$ cat src/rtl/mem_arbiter_if.sv
// Bundle of the fetch port, data port and memory-side signals of mem_arbiter.
// slave is the arbiter's view; master is the view of whatever drives the ports.
// Parameters must match the ADDR_W/DATA_W of the attached mem_arbiter.
interface mem_arbiter_if #(
    parameter int ADDR_W = 32,
    parameter int DATA_W = 32
);
    // instruction-fetch port
    logic              i_req;
    logic [ADDR_W-1:0] i_addr;
    logic              i_gnt;
    logic              i_rvalid;
    logic [DATA_W-1:0] i_rdata;
    // load/store port
    logic              d_req;
    logic              d_we;
    logic [ADDR_W-1:0] d_addr;
    logic [DATA_W-1:0] d_wdata;
    logic              d_gnt;
    logic              d_rvalid;
    logic [DATA_W-1:0] d_rdata;
    // single-port memory
    logic [ADDR_W-1:0] mem_addr;
    logic              mem_wr;
    logic [DATA_W-1:0] mem_wdata;
    logic [DATA_W-1:0] mem_rdata;
    logic              busy;

    modport slave (
        input  i_req, i_addr, d_req, d_we, d_addr, d_wdata, mem_rdata,
        output i_gnt, i_rvalid, i_rdata, d_gnt, d_rvalid, d_rdata,
               mem_addr, mem_wr, mem_wdata, busy
    );

    modport master (
        output i_req, i_addr, d_req, d_we, d_addr, d_wdata, mem_rdata,
        input  i_gnt, i_rvalid, i_rdata, d_gnt, d_rvalid, d_rdata,
               mem_addr, mem_wr, mem_wdata, busy
    );
endinterface

$ cat src/rtl/mem_arbiter.sv
// Two-port (fetch / load-store) arbiter in front of one single-port memory.
// Latency: gnt in T, mem access in T+1, rvalid in T+2+MEM_LAT, re-arbitrate at T+3+MEM_LAT.
// Backpressure: requesters hold req until gnt; requests are only looked at in IDLE.
module mem_arbiter #(
    parameter int ADDR_W     = 32,
    parameter int DATA_W     = 32,
    parameter int MEM_LAT    = 1,
    parameter int STARVE_MAX = 4
) (
    input  logic          clock,
    input  logic          res,
    mem_arbiter_if.slave  bus
);
    localparam int SW = $clog2(STARVE_MAX + 1);

    typedef enum logic [1:0] {IDLE, ISSUE, WAIT, DONE} state_t;

    state_t            state_q, state_d;
    logic [2:0]        wcnt_q, wcnt_d;
    logic [SW-1:0]     starve_q, starve_d;
    logic              sel_d_q, sel_d_d;     // 1: data port owns the current access
    logic              we_q, we_d;
    logic [ADDR_W-1:0] addr_q, addr_d;
    logic [DATA_W-1:0] wdata_q, wdata_d;
    logic [DATA_W-1:0] i_rdata_q, i_rdata_d;
    logic [DATA_W-1:0] d_rdata_q, d_rdata_d;
    logic              i_gnt_c, d_gnt_c, pick_d;

    // Arbitration, access sequencing and read-data capture.
    always_comb begin
        state_d   = state_q;
        wcnt_d    = wcnt_q;
        starve_d  = starve_q;
        sel_d_d   = sel_d_q;
        we_d      = we_q;
        addr_d    = addr_q;
        wdata_d   = wdata_q;
        i_rdata_d = i_rdata_q;
        d_rdata_d = d_rdata_q;
        i_gnt_c   = 1'b0;
        d_gnt_c   = 1'b0;
        pick_d    = 1'b0;
        case (state_q)
            IDLE: begin
                if (!bus.i_req) begin
                    starve_d = '0;
                end
                if (bus.i_req || bus.d_req) begin
                    // Data wins ties unless the fetch port has already lost STARVE_MAX times.
                    pick_d  = bus.d_req && !(bus.i_req && (starve_q == SW'(STARVE_MAX)));
                    state_d = ISSUE;
                    if (pick_d) begin
                        d_gnt_c = 1'b1;
                        sel_d_d = 1'b1;
                        we_d    = bus.d_we;
                        addr_d  = bus.d_addr;
                        wdata_d = bus.d_wdata;
                        if (bus.i_req && (starve_q != SW'(STARVE_MAX))) begin
                            starve_d = starve_q + 1'b1;
                        end
                    end else begin
                        i_gnt_c  = 1'b1;
                        sel_d_d  = 1'b0;
                        we_d     = 1'b0;
                        addr_d   = bus.i_addr;
                        starve_d = '0;
                    end
                end
            end
            ISSUE: begin
                wcnt_d  = 3'd0;
                state_d = WAIT;
            end
            WAIT: begin
                if (wcnt_q == 3'(MEM_LAT - 1)) begin
                    wcnt_d  = 3'd0;
                    state_d = DONE;
                    // Stores leave the owner's read register untouched.
                    if (!we_q) begin
                        if (sel_d_q) d_rdata_d = bus.mem_rdata;
                        else         i_rdata_d = bus.mem_rdata;
                    end
                end else begin
                    wcnt_d = wcnt_q + 3'd1;
                end
            end
            DONE: begin
                state_d = IDLE;
            end
            default: begin
                state_d = IDLE;
            end
        endcase
    end

    // State and datapath registers; reset abandons any access in flight.
    always_ff @(posedge clock or negedge res) begin
        if (!res) begin
            state_q   <= IDLE;
            wcnt_q    <= 3'd0;
            starve_q  <= '0;
            sel_d_q   <= 1'b0;
            we_q      <= 1'b0;
            addr_q    <= '0;
            wdata_q   <= '0;
            i_rdata_q <= '0;
            d_rdata_q <= '0;
        end else begin
            state_q   <= state_d;
            wcnt_q    <= wcnt_d;
            starve_q  <= starve_d;
            sel_d_q   <= sel_d_d;
            we_q      <= we_d;
            addr_q    <= addr_d;
            wdata_q   <= wdata_d;
            i_rdata_q <= i_rdata_d;
            d_rdata_q <= d_rdata_d;
        end
    end

    // Grants are combinational from IDLE, so they are masked while reset is held.
    assign bus.i_gnt     = i_gnt_c & res;
    assign bus.d_gnt     = d_gnt_c & res;
    assign bus.i_rvalid  = (state_q == DONE) && !sel_d_q;
    assign bus.d_rvalid  = (state_q == DONE) &&  sel_d_q;
    assign bus.i_rdata   = i_rdata_q;
    assign bus.d_rdata   = d_rdata_q;
    assign bus.mem_addr  = addr_q;
    assign bus.mem_wdata = wdata_q;
    assign bus.mem_wr    = (state_q == ISSUE) && we_q;
    assign bus.busy      = (state_q != IDLE);
endmodule

$ cat src/flat_wrapper.sv
// flat-port wrapper written by rule: the top's interface ports become plain ports
module mem_arbiter_flat 
#(
    parameter int ADDR_W     = 32,
    parameter int DATA_W     = 32,
    parameter int MEM_LAT    = 1,
    parameter int STARVE_MAX = 4
)
  (clock, res, bus_i_req, bus_i_addr, bus_d_req, bus_d_we, bus_d_addr, bus_d_wdata, bus_mem_rdata, bus_i_gnt, bus_i_rvalid, bus_i_rdata, bus_d_gnt, bus_d_rvalid, bus_d_rdata, bus_mem_addr, bus_mem_wr, bus_mem_wdata, bus_busy);
  mem_arbiter_if #(.ADDR_W(ADDR_W), .DATA_W(DATA_W)) bus_i ();
  input  logic clock;
  input  logic res;
  input wire logic [$bits(bus_i.i_req)-1:0] bus_i_req;
  input wire logic [$bits(bus_i.i_addr)-1:0] bus_i_addr;
  input wire logic [$bits(bus_i.d_req)-1:0] bus_d_req;
  input wire logic [$bits(bus_i.d_we)-1:0] bus_d_we;
  input wire logic [$bits(bus_i.d_addr)-1:0] bus_d_addr;
  input wire logic [$bits(bus_i.d_wdata)-1:0] bus_d_wdata;
  input wire logic [$bits(bus_i.mem_rdata)-1:0] bus_mem_rdata;
  output wire logic [$bits(bus_i.i_gnt)-1:0] bus_i_gnt;
  output wire logic [$bits(bus_i.i_rvalid)-1:0] bus_i_rvalid;
  output wire logic [$bits(bus_i.i_rdata)-1:0] bus_i_rdata;
  output wire logic [$bits(bus_i.d_gnt)-1:0] bus_d_gnt;
  output wire logic [$bits(bus_i.d_rvalid)-1:0] bus_d_rvalid;
  output wire logic [$bits(bus_i.d_rdata)-1:0] bus_d_rdata;
  output wire logic [$bits(bus_i.mem_addr)-1:0] bus_mem_addr;
  output wire logic [$bits(bus_i.mem_wr)-1:0] bus_mem_wr;
  output wire logic [$bits(bus_i.mem_wdata)-1:0] bus_mem_wdata;
  output wire logic [$bits(bus_i.busy)-1:0] bus_busy;
  assign bus_i.i_req = bus_i_req;
  assign bus_i.i_addr = bus_i_addr;
  assign bus_i.d_req = bus_d_req;
  assign bus_i.d_we = bus_d_we;
  assign bus_i.d_addr = bus_d_addr;
  assign bus_i.d_wdata = bus_d_wdata;
  assign bus_i.mem_rdata = bus_mem_rdata;
  assign bus_i_gnt = bus_i.i_gnt;
  assign bus_i_rvalid = bus_i.i_rvalid;
  assign bus_i_rdata = bus_i.i_rdata;
  assign bus_d_gnt = bus_i.d_gnt;
  assign bus_d_rvalid = bus_i.d_rvalid;
  assign bus_d_rdata = bus_i.d_rdata;
  assign bus_mem_addr = bus_i.mem_addr;
  assign bus_mem_wr = bus_i.mem_wr;
  assign bus_mem_wdata = bus_i.mem_wdata;
  assign bus_busy = bus_i.busy;
  mem_arbiter #(.ADDR_W(ADDR_W), .DATA_W(DATA_W), .MEM_LAT(MEM_LAT), .STARVE_MAX(STARVE_MAX)) u_core (.clock(clock), .res(res), .bus(bus_i));
endmodule
$ cat config.mk
export PLATFORM = sky130hd
export DESIGN_NAME = mem_arbiter_flat
export DESIGN_NICKNAME = d
export VERILOG_FILES = /design/src/rtl/mem_arbiter_if.sv /design/src/rtl/mem_arbiter.sv /design/src/flat_wrapper.sv
export SDC_FILE = /design/constraint.sdc
export NUM_CORES = 1
export LEC_CHECK = 0
export ABC_AREA = 1
export CAP_MARGIN = 10
export CORE_UTILIZATION = 45
export DETAILED_ROUTE_END_ITERATION = 12
export PLACE_DENSITY = 0.95
export SYNTH_ARGS = -nofsm -noshare
export SYNTH_HDL_FRONTEND = slang
export SYNTH_SLANG_ARGS = --single-unit
$ cat constraint.sdc
create_clock -name clock -period 3 [get_ports clock]
set_clock_uncertainty 0.15 [all_clocks]
set_input_delay 0.3 -clock clock [delete_from_list [all_inputs] [get_ports clock]]
set_output_delay 0.3 -clock clock [all_outputs]
set_load 0.005 [all_outputs]
== Word level (Yosys, flattened, before mapping) ==
Cells that the tools add are included.
Storage, ports and cells
  flip-flop bits (word level): 138
  bits of input ports: 133
  output and inout bits: 134
  logic and storage cells: 57
Operators by class
  add/sub/neg operators: 2
  equality and inequality tests: 7
  mux-type cells: 17
  bitwise logic cells: 4
  reduce and logical (&&, ||, !) cells: 18
Operator list (count)
  $mux 32: 1
  $mux 3: 5
  $pmux 2 s4: 1
  $reduce_and 4->1: 2
  $mux 1: 7
  $add 3x1->3 const B: 2
  $logic_and 1x1->1: 6
  $pmux 3 s2: 1
  $eq 2x2->1 const B: 2
  $mux 2: 2
  $ne 2x1->1 const B: 2
  $reduce_and 2->1: 2
  $reduce_bool 2->1: 2
  $eq 3x3->1 const B: 1
  $logic_not 3->1: 1
  $ne 3x3->1 const B: 1
  $reduce_and 3->1: 1
  $and 1x1->1: 2
  $eq 2x1->1 const B: 1
  $logic_not 1->1: 2
  $logic_not 2->1: 1
  $not 1->1: 2
  $logic_or 1x1->1: 1

== Depth between registers and ports, before layout ==
  depth after elaboration: 8
  depth in mapped cells: 9
  mapped depth without buffers: 8

== Least setup slack after synthesis ==
No wires, ideal clock.
  kind: register to output
  start: register u_core.state_q[0]
  end: output bus_i_gnt
  data arrival time: 1.290 ns
  data required time: 2.550 ns
  slack: 1.260 ns
  cell stages (with the launch flop): 8
  buffers on the path: 1
  cells stage by stage: dfrtp_1 inv_1 ha_1 inv_2 nor2_8 buf_4 nand2_1 nor2_1
On the way
  longest elaborated chain between the ends: 3
Ends and longest elaborated chain
  from (decl): RTL line mem_arbiter.sv:18  | state_t state_q, state_d;
  from (signal assigned): RTL line mem_arbiter.sv:109  | state_q <= state_d;
  $logic_not 2->1: RTL line mem_arbiter.sv:43  | case (state_q)
  $mux 1: RTL line mem_arbiter.sv:43
  $and 1x1->1: RTL line mem_arbiter.sv:122  | assign bus.i_gnt = i_gnt_c & res;
  to (decl): RTL line flat_wrapper.sv:20  | output wire logic [$bits(bus_i.i_gnt)-1:0] bus_i_gnt;
Every way passes these cells.

== Final worst setup path ==
Ends and elaborated chain as after synthesis.

==> run summary <==
First-pass GRT wire length: 28100 um
Peak VDD IR: 529 uV
Overall routing resource usage: 28.2%
Antenna viol nets, final: 0
Worst R2R Path Depth: 7
Worst Tran Pin Value: 0.774 ns
Post-synth EDFFs: 0
TritonRoute pass-1 iters: 6
Max Buffers Root-to-Sink: 2
Synthesized flop and latch total: 138
Diodes inserted: 0
Top-count cell post-synth: nand2_1
Die X: 116 um
Max frequency: 368 MHz
Slew margin rel.: 48.4%
WHS Path Cells: 3
Worst path required time: 2.55 ns
CTS sink count: 138
Outcome: complete, no violations
Synth top area share: 58.6%
Synth top cells by count: 245 x nand2_1, 138 x dfrtp_1, 132 x nand3_1, 46 x inv_1, 33 x o21ai_1
Post-synth net total: 811
Avg Cell Area, Syn: 8.81 um2
Vias per cell: 5.24
Syn. warnings: 0
Core Rows: 41
Leading area contributor after synthesis: dfrtp_1
Part of the cycle the worst path needs: 90.5%
Combinational fraction of design power: 42.4%
RSZ-0062 raised after global routing: false
Nets: 1068
Largest net degree at the start of global routing: 139
Root buffer selected by CTS: clkbuf_16
Crit-path max FO: 12
Antenna violations before repair: 0
Post-synthesis cell count: 669
P_int: 6.38 mW
Vias in the first global route: 5705
Setup violators final: 0
Worst skew pair latency: 0.41 ns
Layout cells sized above 1: 5.54%
Maxcap violations: 0
Switch share: 33.6%
Core footprint: 0.0127 mm2
Post-synthesis sequential area ratio: 58.6%
Clock transition at path regs: 0.06 ns
Post-layout min period: 2.72 ns
Die H: 116 um
Arr. time, crit path: 2.27 ns
Synth cell types: 20
DRT iter0 DRCs: 479
Ys async rst share: 100%
Switching power: 3.23 mW
Die area: 0.0136 mm2
Residual DRC count: 0
Startpoint types: flop
Post-Syn Area: 0.00589 mm2
Power Density: 1040 mW/mm2
Max-slew violations: 0
Clock power frac: 23.2%
Fin cells: 1111
Commonest register cell after synthesis: dfrtp_1
P_leak: 4.44 nW
Setup TNS: 0 ns
Via count: 5827
Drt wl/cell: 17.3 um
DP Wirelength: 13100 um
CTS buffer count: 17
Final GP Congestion: 0.780
Post-Route WL: 19300 um
Final hold vios: 0
IO Pins: 267
Worst setup EP type: primary output
Starting Density: 46.5%
CTS tree: built
Post-Place Cells: 1078
Area growth syn-to-layout: 57.0%
Top cells by area, synth: dfrtp_1 59%, nand2_1 16%, nand3_1 11%
Flop pwr share: 34.4%
Worst min-delay path class: input port to flop
WS Path Type: flop to primary output
CTS H-Tree Depth: 4
Port Buffer Count: 266
Overflow after GRT: 0
## metal layers
| metal | vias up | routed length [um] | part of all wire [%] | track usage, % |
|---|---|---|---|---|
| met5 | - | 0 | 0 | 0 |
| met4 | 0 | 954 | 4.9 | 18.5 |
| met3 | 74 | 2120 | 11 | 11.7 |
| met2 | 336 | 9510 | 49 | 47.4 |
| met1 | 2763 | 6690 | 35 | 28.8 |
| li1 | 2654 | - | - | - |
## power groups by stage
stage	clock network (mW)	logic, mW	registers (mW)
final	2.23	4.07	3.31
after global placement	0	3.83	3.25
after floorplan	0	1.57	3.31
after detailed placement	0	4.03	3.30
after global routing	2.34	4.45	3.40
after CTS	2.25	4.09	3.30
## cell usage in the layout (no fill, tap or decap), types with 3 or more instances in the layout
| cell | count |
|---|---|
| a21oi_1 | 3 |
| buf_4 | 9 |
| bufinv_16 | 4 |
| clkbuf_16 | 17 |
| clkdlybuf4s50_1 | 265 |
| clkinv_2 | 4 |
| clkinvlp_4 | 3 |
| dfrtp_1 | 138 |
| ha_1 | 9 |
| inv_1 | 46 |
| inv_2 | 3 |
| nand2_1 | 245 |
| nand3_1 | 132 |
| nor2_1 | 5 |
| nor2_2 | 3 |
| o21ai_0 | 5 |
| o21ai_1 | 33 |
## logic make-up after synthesis
group	Yosys count	synth area share [%]
and+or+nand+nor	391	28.5
buffers and inverters	88	7.26
adders and majority gates	9	1.91
DFF	138	58.6
AOI/OAI and AO/OA	41	3.48
xor gates and xnor gates	2	0.297
## per-stage QoR
stage	power [mW]	instance area, um2	worst slack, ns	hold slack [ns]	utilization [%]
finish	9.61	9250	0.284	0.288	73.0
global route	10.2	9250	0.148	0.287	73.0
CTS	9.65	9250	0.253	0.270	73.0
detailed placement	7.33	8620	0.752	0.307	68.0
global placement	7.08	8620	0.784	0.302	68.0
floorplan	4.88	5890	1.26	-0.146	-
## critical path, stage by stage, from the launching register on
cell             delay (ns)
dfrtp_1                0.41
inv_1                  0.12
ha_1                   0.30
inv_2                  0.12
nor2_8                 0.22
nand2_1                0.07
nor2_1                 0.08
clkdlybuf4s50_1        0.52
## registers in the layout, summed over array words and instances, names as in the netlist
signal                count
u_core.sel_d_q            1
u_core.starve_q           3
u_core.bus.d_rdata       32
u_core.state_q            2
u_core.bus.i_rdata       32
u_core.wcnt_q             3
u_core.bus.mem_wdata     32
u_core.we_q               1
u_core.bus.mem_addr      32
## path summary, 6_finish.rpt
path	startpoint	endpoint	slack, ns
hold reg to reg	u_core.bus.d_rdata[3]	u_core.bus.d_rdata[3]	0.32
min in group asynchronous	res	u_core.bus.d_rdata[12]	0.42
setup reg to reg	u_core.state_q[0]	u_core.bus.mem_addr[31]	0.81
hold / removal	bus_d_wdata[21]	u_core.bus.mem_wdata[21]	0.29
setup / recovery	u_core.state_q[0]	bus_i_gnt	0.28
max in group asynchronous	res	u_core.bus.mem_addr[14]	1.64
## area by class of cell
cell class              instances  area [um2]
repair buffers                277        2760
clock buffers                  20         457
inverters                      49         184
fillers                       835        3420
well taps                     172         215
multi-input cells             443        2010
flip-flops and latches        138        3450
clock inverters                12         171
## timing repair
item | 4_1_cts | 5_1_grt
gates resized for setup | 0 | 0
hold buffers | 1 | 0
buffers inserted | 0 | 0
endpoints found under the hold margin | 138 | 0
No activity file was read; power rests on OpenSTA's default activity.
